### src/rtl/pia_arb_pkg.sv
// pia_arb_pkg: shared types and constants for the PIA bus arbiter.
// Holds the access sequencer state type, the requester ids and the
// register map of the PIA.
package pia_arb_pkg;

    // Access sequencer: pick a winner, strobe the PIA, capture its data.
    typedef enum logic [1:0] {
        IDLE    = 2'd0,
        ISSUE   = 2'd1,
        CAPTURE = 2'd2
    } arb_state_t;

    // Requester ids as stored in the winner register.
    localparam logic REQ_CPU = 1'b0;
    localparam logic REQ_DBG = 1'b1;

    // PIA register map.
    localparam logic [6:0] SWCHA  = 7'h00;
    localparam logic [6:0] SWACNT = 7'h01;
    localparam logic [6:0] SWCHB  = 7'h02;
    localparam logic [6:0] SWBCNT = 7'h03;
    localparam logic [6:0] INTIM  = 7'h04;
    localparam logic [6:0] INSTAT = 7'h05;
    localparam logic [6:0] TIM1T  = 7'h14;
    localparam logic [6:0] TIM8T  = 7'h15;
    localparam logic [6:0] TIM64T = 7'h16;
    localparam logic [6:0] T1024T = 7'h17;

endpackage

### src/rtl/pia_bus_arbiter_tick.sv
// pia_tick_gen: divides the system clock by CLK_DIV to produce the
// one-cycle PIA timer enable. Free running; nothing can stall it.
module pia_tick_gen #(
    parameter int CLK_DIV = 4
) (
    input  logic clk_i,
    input  logic rst_i,
    output logic pia_enable_o
);

    localparam int CW = (CLK_DIV > 2) ? $clog2(CLK_DIV) : 1;
    localparam logic [CW-1:0] LAST = CW'(CLK_DIV - 1);
    localparam logic [CW-1:0] PRE  = CW'(CLK_DIV - 2);

    logic [CW-1:0] count;

    // Count 0..CLK_DIV-1; the enable is set one count early so the registered pulse lines up with the last count.
    always_ff @(posedge clk_i) begin
        if (rst_i) begin
            count        <= '0;
            pia_enable_o <= 1'b0;
        end else begin
            count        <= (count == LAST) ? '0 : count + 1'b1;
            pia_enable_o <= (count == PRE);
        end
    end

endmodule

### src/rtl/pia_bus_arbiter.sv
// pia_bus_arbiter: shares the PIA register bus between the CPU bus
// interface and the debug/host port, serialising every access into a
// single-cycle PIA strobe and returning read data with an ack pulse.
// Build option PIA_ARB_DBG_WRITE_EN: when defined, debug writes reach the
// PIA; otherwise they complete and ack but the PIA strobe is suppressed.
module pia_bus_arbiter
    import pia_arb_pkg::*;
#(
    parameter int CLK_DIV      = 4,
    parameter int DBG_WAIT_MAX = 8
) (
    input  logic       clk_i,
    input  logic       rst_i,
    input  logic       cpu_stb_i,
    input  logic       cpu_we_i,
    input  logic [6:0] cpu_adr_i,
    input  logic [7:0] cpu_dat_i,
    output logic       cpu_ack_o,
    output logic [7:0] cpu_dat_o,
    input  logic       dbg_stb_i,
    input  logic       dbg_we_i,
    input  logic [6:0] dbg_adr_i,
    input  logic [7:0] dbg_dat_i,
    output logic       dbg_ack_o,
    output logic [7:0] dbg_dat_o,
    output logic       pia_enable_o,
    output logic       pia_stb_o,
    output logic       pia_we_o,
    output logic [6:0] pia_adr_o,
    output logic [7:0] pia_dat_o,
    input  logic [7:0] pia_dat_i
);

`ifdef PIA_ARB_DBG_WRITE_EN
    localparam logic DBG_WRITE_EN = 1'b1;
`else
    localparam logic DBG_WRITE_EN = 1'b0;
`endif

    localparam logic [7:0] WAIT_MAX = 8'(DBG_WAIT_MAX);

    arb_state_t state;
    arb_state_t state_nxt;
    logic       winner;
    logic [7:0] starv_cnt;
    logic       starved;
    logic       cpu_req;
    logic       dbg_req;
    logic       cpu_win;
    logic       dbg_win;
    logic       issue_allowed;

    pia_tick_gen #(
        .CLK_DIV (CLK_DIV)
    ) u_tick (
        .clk_i        (clk_i),
        .rst_i        (rst_i),
        .pia_enable_o (pia_enable_o)
    );

    // A requester acked this cycle is still showing its old stb, so it is masked.
    // A masked CPU still holds priority: debug only overtakes it when starved
    // or when the CPU has dropped its strobe, otherwise the slot stays empty.
    assign cpu_req = cpu_stb_i & ~cpu_ack_o;
    assign dbg_req = dbg_stb_i & ~dbg_ack_o;
    assign starved = (starv_cnt == WAIT_MAX);
    assign dbg_win = (state == IDLE) & dbg_req & (starved | ~cpu_stb_i);
    assign cpu_win = (state == IDLE) & cpu_req & ~dbg_win;

    // Debug writes are swallowed here unless the build forwards them.
    assign issue_allowed = DBG_WRITE_EN | ~((winner == REQ_DBG) & pia_we_o);

    // State register.
    always_ff @(posedge clk_i) begin
        if (rst_i) begin
            state <= IDLE;
        end else begin
            state <= state_nxt;
        end
    end

    // Next state: a grant starts the fixed three-cycle access.
    always_comb begin
        state_nxt = state;
        case (state)
            IDLE:    if (cpu_win || dbg_win) state_nxt = ISSUE;
            ISSUE:   state_nxt = CAPTURE;
            CAPTURE: state_nxt = IDLE;
            default: state_nxt = IDLE;
        endcase
    end

    // Output decode: the PIA strobe exists only in ISSUE.
    always_comb begin
        pia_stb_o = (state == ISSUE) && issue_allowed;
    end

    // Latch the winner and its command; these hold between accesses.
    always_ff @(posedge clk_i) begin
        if (rst_i) begin
            winner    <= REQ_CPU;
            pia_we_o  <= 1'b0;
            pia_adr_o <= 7'h00;
            pia_dat_o <= 8'h00;
        end else if (cpu_win) begin
            winner    <= REQ_CPU;
            pia_we_o  <= cpu_we_i;
            pia_adr_o <= cpu_adr_i;
            pia_dat_o <= cpu_dat_i;
        end else if (dbg_win) begin
            winner    <= REQ_DBG;
            pia_we_o  <= dbg_we_i;
            pia_adr_o <= dbg_adr_i;
            pia_dat_o <= dbg_dat_i;
        end
    end

    // Count CPU grants taken while debug waits; debug is forced through at the limit.
    always_ff @(posedge clk_i) begin
        if (rst_i) begin
            starv_cnt <= 8'd0;
        end else if (state == IDLE) begin
            if (dbg_win || !dbg_stb_i) begin
                starv_cnt <= 8'd0;
            end else if (cpu_win && dbg_req && !starved) begin
                starv_cnt <= starv_cnt + 8'd1;
            end
        end
    end

    // Return read data and pulse the winner's ack as the access leaves CAPTURE.
    always_ff @(posedge clk_i) begin
        if (rst_i) begin
            cpu_ack_o <= 1'b0;
            dbg_ack_o <= 1'b0;
            cpu_dat_o <= 8'h00;
            dbg_dat_o <= 8'h00;
        end else begin
            cpu_ack_o <= (state == CAPTURE) && (winner == REQ_CPU);
            dbg_ack_o <= (state == CAPTURE) && (winner == REQ_DBG);
            if ((state == CAPTURE) && !pia_we_o) begin
                if (winner == REQ_CPU) begin
                    cpu_dat_o <= pia_dat_i;
                end else begin
                    dbg_dat_o <= pia_dat_i;
                end
            end
        end
    end

endmodule

### config.mk
export PLATFORM = sky130hd
export DESIGN_NAME = pia_bus_arbiter
export DESIGN_NICKNAME = d
export VERILOG_FILES = /design/src/rtl/pia_arb_pkg.sv /design/src/rtl/pia_bus_arbiter_tick.sv /design/src/rtl/pia_bus_arbiter.sv
export SDC_FILE = /design/constraint.sdc
export NUM_CORES = 1
export LEC_CHECK = 0
export BUFFER_PORTS_ARGS = -buffer_cell sky130_fd_sc_hd__buf_2
export CORE_ASPECT_RATIO = 1.1
export CORE_MARGIN = 2
export CORE_UTILIZATION = 40
export CTS_CLUSTER_SIZE = 14
export DETAILED_ROUTE_END_ITERATION = 10
export GPL_ROUTABILITY_DRIVEN = 0
export PLACE_DENSITY = 0.7
export SLEW_MARGIN = 5
export SYNTH_ARGS = -nofsm -noshare
export SYNTH_HDL_FRONTEND = slang
export SYNTH_SLANG_ARGS = --single-unit
### constraint.sdc
create_clock -name clk_i -period 1.4 [get_ports clk_i]
set_input_delay 0.14 -clock clk_i [delete_from_list [all_inputs] [get_ports clk_i]]
set_output_delay 0.14 -clock clk_i [all_outputs]
set_load 0.02 [all_outputs]
==> results.md, run 1 <==
* Crit path capture type: register
* Port-buffer cells at 79
* Setup WS pre-CTS at -0.144 ns
* Worst skew pair latency at 0.30 ns
* Pleak at 1.30 nW
* GRT busiest layer: met2
* Main combinational cell family by area after synthesis: simple AND/OR/NAND/NOR gates
* CTS HTree Levels at 2
* CP arrival at 1.77 ns
* Most frequent cell after synthesis: dfxtp_1
* Hpwl dp at 3660 µm
* Pin count of the biggest net entering global routing at 41
* Crit path max fanout at 7
* Vias per cell at 4.93
* Avg Inst Size Synth at 9.71 µm²
* WHS Path Cells at 3
* TNS Setup at -1.82 ns
* Total GRT Usage at 17.5%
* Area leader, netlist: dfxtp_1
* First-pass GRT wire length at 8160 µm
* Hold path startpoint: pia_dat_i[3]
* CTS Sinks at 48
* Nets at 374
* CP max stage delay at 0.38 ns
* Filler cells at 470
* Outcome: finished, violations left
* Synth Register Bits at 48
* Fraction of layout cells with a size suffix above 1 at 52.9%
* Core Box Area at 5290 µm²
* # IOs at 80
* Max Buffers Root-to-Sink at 2
* Clock period minus worst slack at 1.54 ns
* Grt ovf at 0
* Cts hold-fix bufs at 0
* Number of global-route vias before repair at 1929
* Synth Area in Compound Gates at 15.8%
* Reg-to-reg startpoint: state[1]
* Syn_nets at 271
* Final setup viols at 25
* Critical Path RT at 1.62 ns
* Initial Util at 40.9%
* Fmax at 0.648 GHz
* Synth Area in XOR/XNOR at 0.809%
* Initial antenna violation count at 0
* Iter 0 DRT Violations at 93
* Simple-gate share of the synthesized area at 18.9%
* Final Hold Viols at 0
* Diode count at 0
* Die area at 6020 µm²
* Fin. max-slew vios at 0
* GR Layer Usage met2 at 30.7%
* Top-area cell type share of the netlist area at 44.4%
* Critical Path, Cell by Cell: buf_6 -> or3_4 -> nor3b_4 -> a31oi_1 -> a31oi_1
* PwrDens at 1020 nW/µm²
* Total routed wirelength at 5300 µm
* Primary FF master, synth: dfxtp_1
* Post-synthesis adder-cell area fraction at 2.31%
* Least-Margin Pin Slew at 0.504 ns
* RSZ-0062 raised after global routing: yes
* Vias at 1982
* Sequential share of the synthesized area at 44.4%
* Post-Synthesis Cells at 223
* Synth cell types at 37
* EDFF count, synth at 0
* Area grow syn2layout at 44.6%
* Fraction of registers with async set/reset at 0%
* Failing checks: setup timing
* Post-Syn Area at 2160 µm²
* Placed Instance Area at 2800 µm²
* Slowest CP cell: or3_4
* CTS Buf Count at 5
* Critical Path Start Type: register
* CP delay by family, top: simple AND/OR/NAND/NOR gates
* Root Buffer: clkbuf_8
* VDD IR max at 0.000686 V
* Synth warn at 0
* Synth cell count leaders: dfxtp_1 (48), mux2i_1 (24), nand2_1 (21)
* Site Rows at 28
* Max cap viols at 0
* R2R Path End: starv_cnt[4]
* Final WS setup at -0.144 ns
* WP buf/inv at 1
* Reg2reg path depth at 5
* 1st-pass router iterations at 4
* Routing usage on met3 at 5.21%
* Top post-synthesis cells by area: dfxtp_1 (44%), mux2i_1 (11%), a211oi_2 (4.6%)
* Final Cycle Share at 110%
* Hold Crit Class: primary input to register
* Die Y at 81.2 µm
* Final ANT Viol Nets at 0
* Fin area at 3130 µm²
* Worst slew margin at 66.4%
* Worst hold endpoint: cpu_dat_o[3]
* Mux share of post-synthesis cell area at 11.1%
* Drt wl/cell at 13.2 µm
* Reg-to-reg setup timing slack at -0.14 ns
* Die X-Extent at 74.1 µm
* Final Skew at 0.00708 ns
* CP dominant cell by count: a31oi_1
* Setup CP Type: register to register
* Met1 Resource Use GR at 20.3%
* CTS tree: yes
* DRC violations left at 0
* CTS clk-pin slew, worst paths at 0.09 ns
==> where the power goes <==
group          leakage, nW  switching (W)  internal [W]
clock               0.0541       0.000475      0.000529
sequential           0.395      0.0000538       0.00144
combinational        0.851       0.000361      0.000337
==> worst reg2reg max path: stages (launching register included) <==
cell,delay (ns)
dfxtp_2,0.35
buf_6,0.11
or3_4,0.38
nor3b_4,0.32
a31oi_1,0.15
a31oi_1,0.17
==> state kept, by name, indices dropped and copies added (netlist names) <==
name	count
u_tick.count	2
cpu_ack_o	1
pia_dat_o	8
dbg_ack_o	1
pia_adr_o	7
state	2
u_tick.pia_enable_o	1
cpu_dat_o	8
pia_we_o	1
dbg_dat_o	8
starv_cnt	8
winner	1
==> cell usage in the layout, fill, tap and decap left out, drive strengths merged, types with 2 or more instances in the layout <==
cell type,instances
buf,112
dfxtp,48
mux2i,24
nand2,21
nor3,20
a211oi,17
nor2,12
a21oi,11
inv,9
a31oi,7
nand3,6
clkbuf,5
o211ai,4
ha,4
nor4b,3
nor2b,2
nor3b,2
xnor2,2
o22ai,2
and3,2
o21ai,2
nor4bb,2
==> kinds of logic after synthesis <==
kind of cell             count (synthesis)
multiplexers                            24
buffers and inverters                   25
flip-flops                              48
adder cells (fa/ha/maj)                  4
AND/OR/NAND/NOR                         75
AO/OA/AOI/OAI                           45
XOR/XNOR                                 2
==> worst max path at each step <==
| stage | endpoint | depth (start not counted) | start | slack, ns |
|---|---|---|---|---|
| 6_report | starv_cnt[4] | 5 | state[1] | -0.14 |
| 5_1_grt | starv_cnt[4] | 5 | state[1] | -0.23 |
| 4_1_cts | starv_cnt[4] | 5 | state[1] | -0.1 |
| 3_5_place_dp | pia_adr_o[6] | 5 | state[0] | -0.14 |
| 3_3_place_gp | pia_adr_o[5] | 5 | state[1] | -0.1 |
| 2_1_floorplan | pia_adr_o[1] | 6 | state[0] | -0.05 |
==> routing by layer <==
layer	routed length [µm]	vias up
li1	-	1005
met1	2280	926
met2	2670	47
met3	301	4
met4	43	0
met5	0	-
==> cell type report <==
cell class                      count  area [µm²]  area share (%)
Inverter                            9        36.3            1.16
Sequential cell                    48         970            31.0
Clock inverter                      3        42.5            1.36
Tap cell                           75        93.8            3.00
Multi-Input combinational cell    150        1220            39.0
Timing Repair Buffer              112         698            22.3
Clock buffer                        5        68.8            2.20
==> per-stage QoR <==
stage	hold WS (ns)	total power (W)	instances	utilization, %
after floorplan	0.218	0.00189	223	-
after global placement	0.395	0.00210	391	52.9
after detailed placement	0.399	0.00211	391	52.9
after CTS	0.0628	0.00317	403	57.5
after global routing	0.0656	0.00334	402	59.2
final	0.0750	0.00320	402	59.2
==> repair_timing <==
action	in CTS	in global routing
gates cloned	1	0
setup buffers	3	0
resized for setup	30	28
setup endpoints to repair	33	43
pin swaps	13	19
Note: power is estimated with default switching activity, not from simulation.
==> inputs of run 2 (changes only) <==
- CELL_PAD_IN_SITES_DETAIL_PLACEMENT: default -> 1
- CELL_PAD_IN_SITES_GLOBAL_PLACEMENT: default -> 2
- CORE_UTILIZATION: 40 -> 26
- PLACE_DENSITY: 0.7 -> default
- PLACE_DENSITY_LB_ADDON: default -> 0.1
- TNS_END_PERCENT: default -> 20
==> run 2 against run 1 <==
  * The run still ends with setup timing left
  * Hold slack about the same
  * Power grew 3.2%
  * Clock power is essentially flat
  * Fmax down 0.29%
  * Critical path type unchanged
  * Sequential power about the same
  * Critical endpoint is now pia_dat_o[3]
  * Sequential share of layout area down 1.6 points
  * Largest power group unchanged
  * Register-to-register slack about the same
  * Final area rose by 5.6%
  * Clock-buffer cell count did not move
  * Critical path depth increased by 1
  * First-iteration DRC count fell by 67%
  * Via count rose by 2.6%
==> results.md, run 2 (same netlist as run 1, synthesis figures left out) <==
* Outcome: finished, violations left
* Failing checks: setup timing
* Fmax at 0.646 GHz
* CP arrival at 1.72 ns
* Max cap viols at 0
* Reg-to-reg setup timing slack at -0.15 ns
* Final WS setup at -0.148 ns
* CP max stage delay at 0.37 ns
* Worst skew pair latency at 0.30 ns
* RSZ-0062 raised after global routing: yes
* Final Hold Viols at 0
* First-pass GRT wire length at 10300 µm
* Die X-Extent at 91.0 µm
* Fraction of layout cells with a size suffix above 1 at 52.0%
* # IOs at 80
* DRC violations left at 0
* R2R Path End: pia_dat_o[3]
* Fin. max-slew vios at 0
* Port-buffer cells at 79
* Site Rows at 34
* Total GRT Usage at 14.0%
* CTS HTree Levels at 2
* Pleak at 1.36 nW
* Most common cell after layout, fill and taps aside: buf_2
* Initial antenna violation count at 0
* Final ANT Viol Nets at 0
* Iter 0 DRT Violations at 31
* Vias per cell at 4.63
* Final cell count without fillers at 439
* Filler cells at 962
* Slowest CP cell: dfxtp_4
* Final Cycle Share at 111%
* Most frequent cells in the layout: buf_2 (78), dfxtp_1 (41), buf_4 (24)
* Diode count at 0
* VDD IR max at 0.000546 V
* Final Skew at 0.00274 ns
* Grt ovf at 0
* Clock period minus worst slack at 1.55 ns
* Worst hold endpoint: cpu_dat_o[1]
* Die area at 9070 µm²
* TNS Setup at -1.89 ns
* Vias at 2034
* Final setup viols at 18
* CTS Buf Count at 5
* Initial Util at 27.1%
* Worst slew margin at 66.0%
* Hpwl dp at 4540 µm
* Least-Margin Pin Slew at 0.510 ns
* Critical Path RT at 1.58 ns
* Setup CP Type: register to register
* Core Box Area at 8000 µm²
* Root Buffer: clkbuf_8
* CTS tree: yes
* Crit path max fanout at 8
* Reg-to-reg startpoint: state[1]
* Hold path startpoint: pia_dat_i[1]
* 1st-pass router iterations at 4
* Number of global-route vias before repair at 2120
* Nets at 378
* WHS Path Cells at 3
* Reg2reg path depth at 6
* DP Cell Count at 425
* PwrDens at 999 nW/µm²
* Die Y at 99.7 µm
* Drt wl/cell at 14.5 µm
* CTS clk-pin slew, worst paths at 0.09 ns
* Area grow syn2layout at 52.7%
* Setup WS pre-CTS at -0.160 ns
* Crit path capture type: register
* CTS Sinks at 48
* Hold Crit Class: primary input to register
* Max Buffers Root-to-Sink at 2
* CP dominant cell by count: buf_6
* Pin count of the biggest net entering global routing at 41
* Total routed wirelength at 6350 µm
* Critical Path, Cell by Cell: buf_6 -> nor4b_4 -> buf_6 -> clkbuf_16 -> mux2i_4 -> a211oi_2
* Critical Path Start Type: register
run 2: where the power goes:
| group | internal, W | switching, W | total [W] |
|---|---|---|---|
| sequential | 0.00144 | 0.0000616 | 0.00150 |
| clock | 0.000529 | 0.000495 | 0.00102 |
| combinational | 0.000392 | 0.000381 | 0.000773 |
run 2: worst max-delay path: cells and delay by family, from the launching register on:
family	cells	cell delay [ns]
compound gates	1	0.08
buf+inv	3	0.46
simple gates	1	0.27
flops	1	0.37
mux	1	0.23
run 2: worst max path at each step:
stage | slack, ns | startpoint | end | cells past startpoint
after floorplan | -0.05 | state[0] | pia_adr_o[1] | 6
after global placement | -0.13 | state[1] | pia_dat_o[5] | 5
after detailed placement | -0.16 | state[1] | pia_adr_o[6] | 5
after CTS | -0.14 | state[1] | pia_adr_o[6] | 5
after global routing | -0.25 | state[1] | pia_dat_o[3] | 6
final | -0.15 | state[1] | pia_dat_o[3] | 6
run 2: area by class of cell:
type                            count  area (µm²)  area share [%]
Timing Repair Buffer              116         774            23.4
Sequential cell                    48         972            29.4
Clock inverter                      3        42.5            1.29
Multi-Input combinational cell    150        1280            38.7
Tap cell                          108         135            4.09
Clock buffer                        5        68.8            2.08
Inverter                            9        33.8            1.02
run 2: timing repair:
item	in CTS	in global routing
hold buffers	0	0
pin swaps	0	7
endpoints found under the hold margin	0	0
gates resized for setup	17	38
buffers inserted	0	4
endpoints found under the setup margin	43	40
gates cloned	0	2
run 2: metal layers:
layer,vias to the layer above,global-route usage [%],share of wire (%)
li1,1019,-,-
met2,38,24.6,50
met1,971,17.3,45
met4,0,3.50,0.98
met3,6,3.41,4.3
met5,-,0,0
run 2: metrics by stage:
stage / area [µm²] / hold slack, ns / total power [W] / utilization (%)
5_1_grt: 3300 / 0.0712 / 0.00347 / 41.3
2_1_floorplan: 2170 / 0.218 / 0.00189 / -
3_5_place_dp: 2870 / 0.401 / 0.00214 / 35.9
3_3_place_gp: 2870 / 0.395 / 0.00213 / 35.9
4_1_cts: 3040 / 0.0661 / 0.00319 / 38.0
6_report: 3300 / 0.0752 / 0.00330 / 41.3
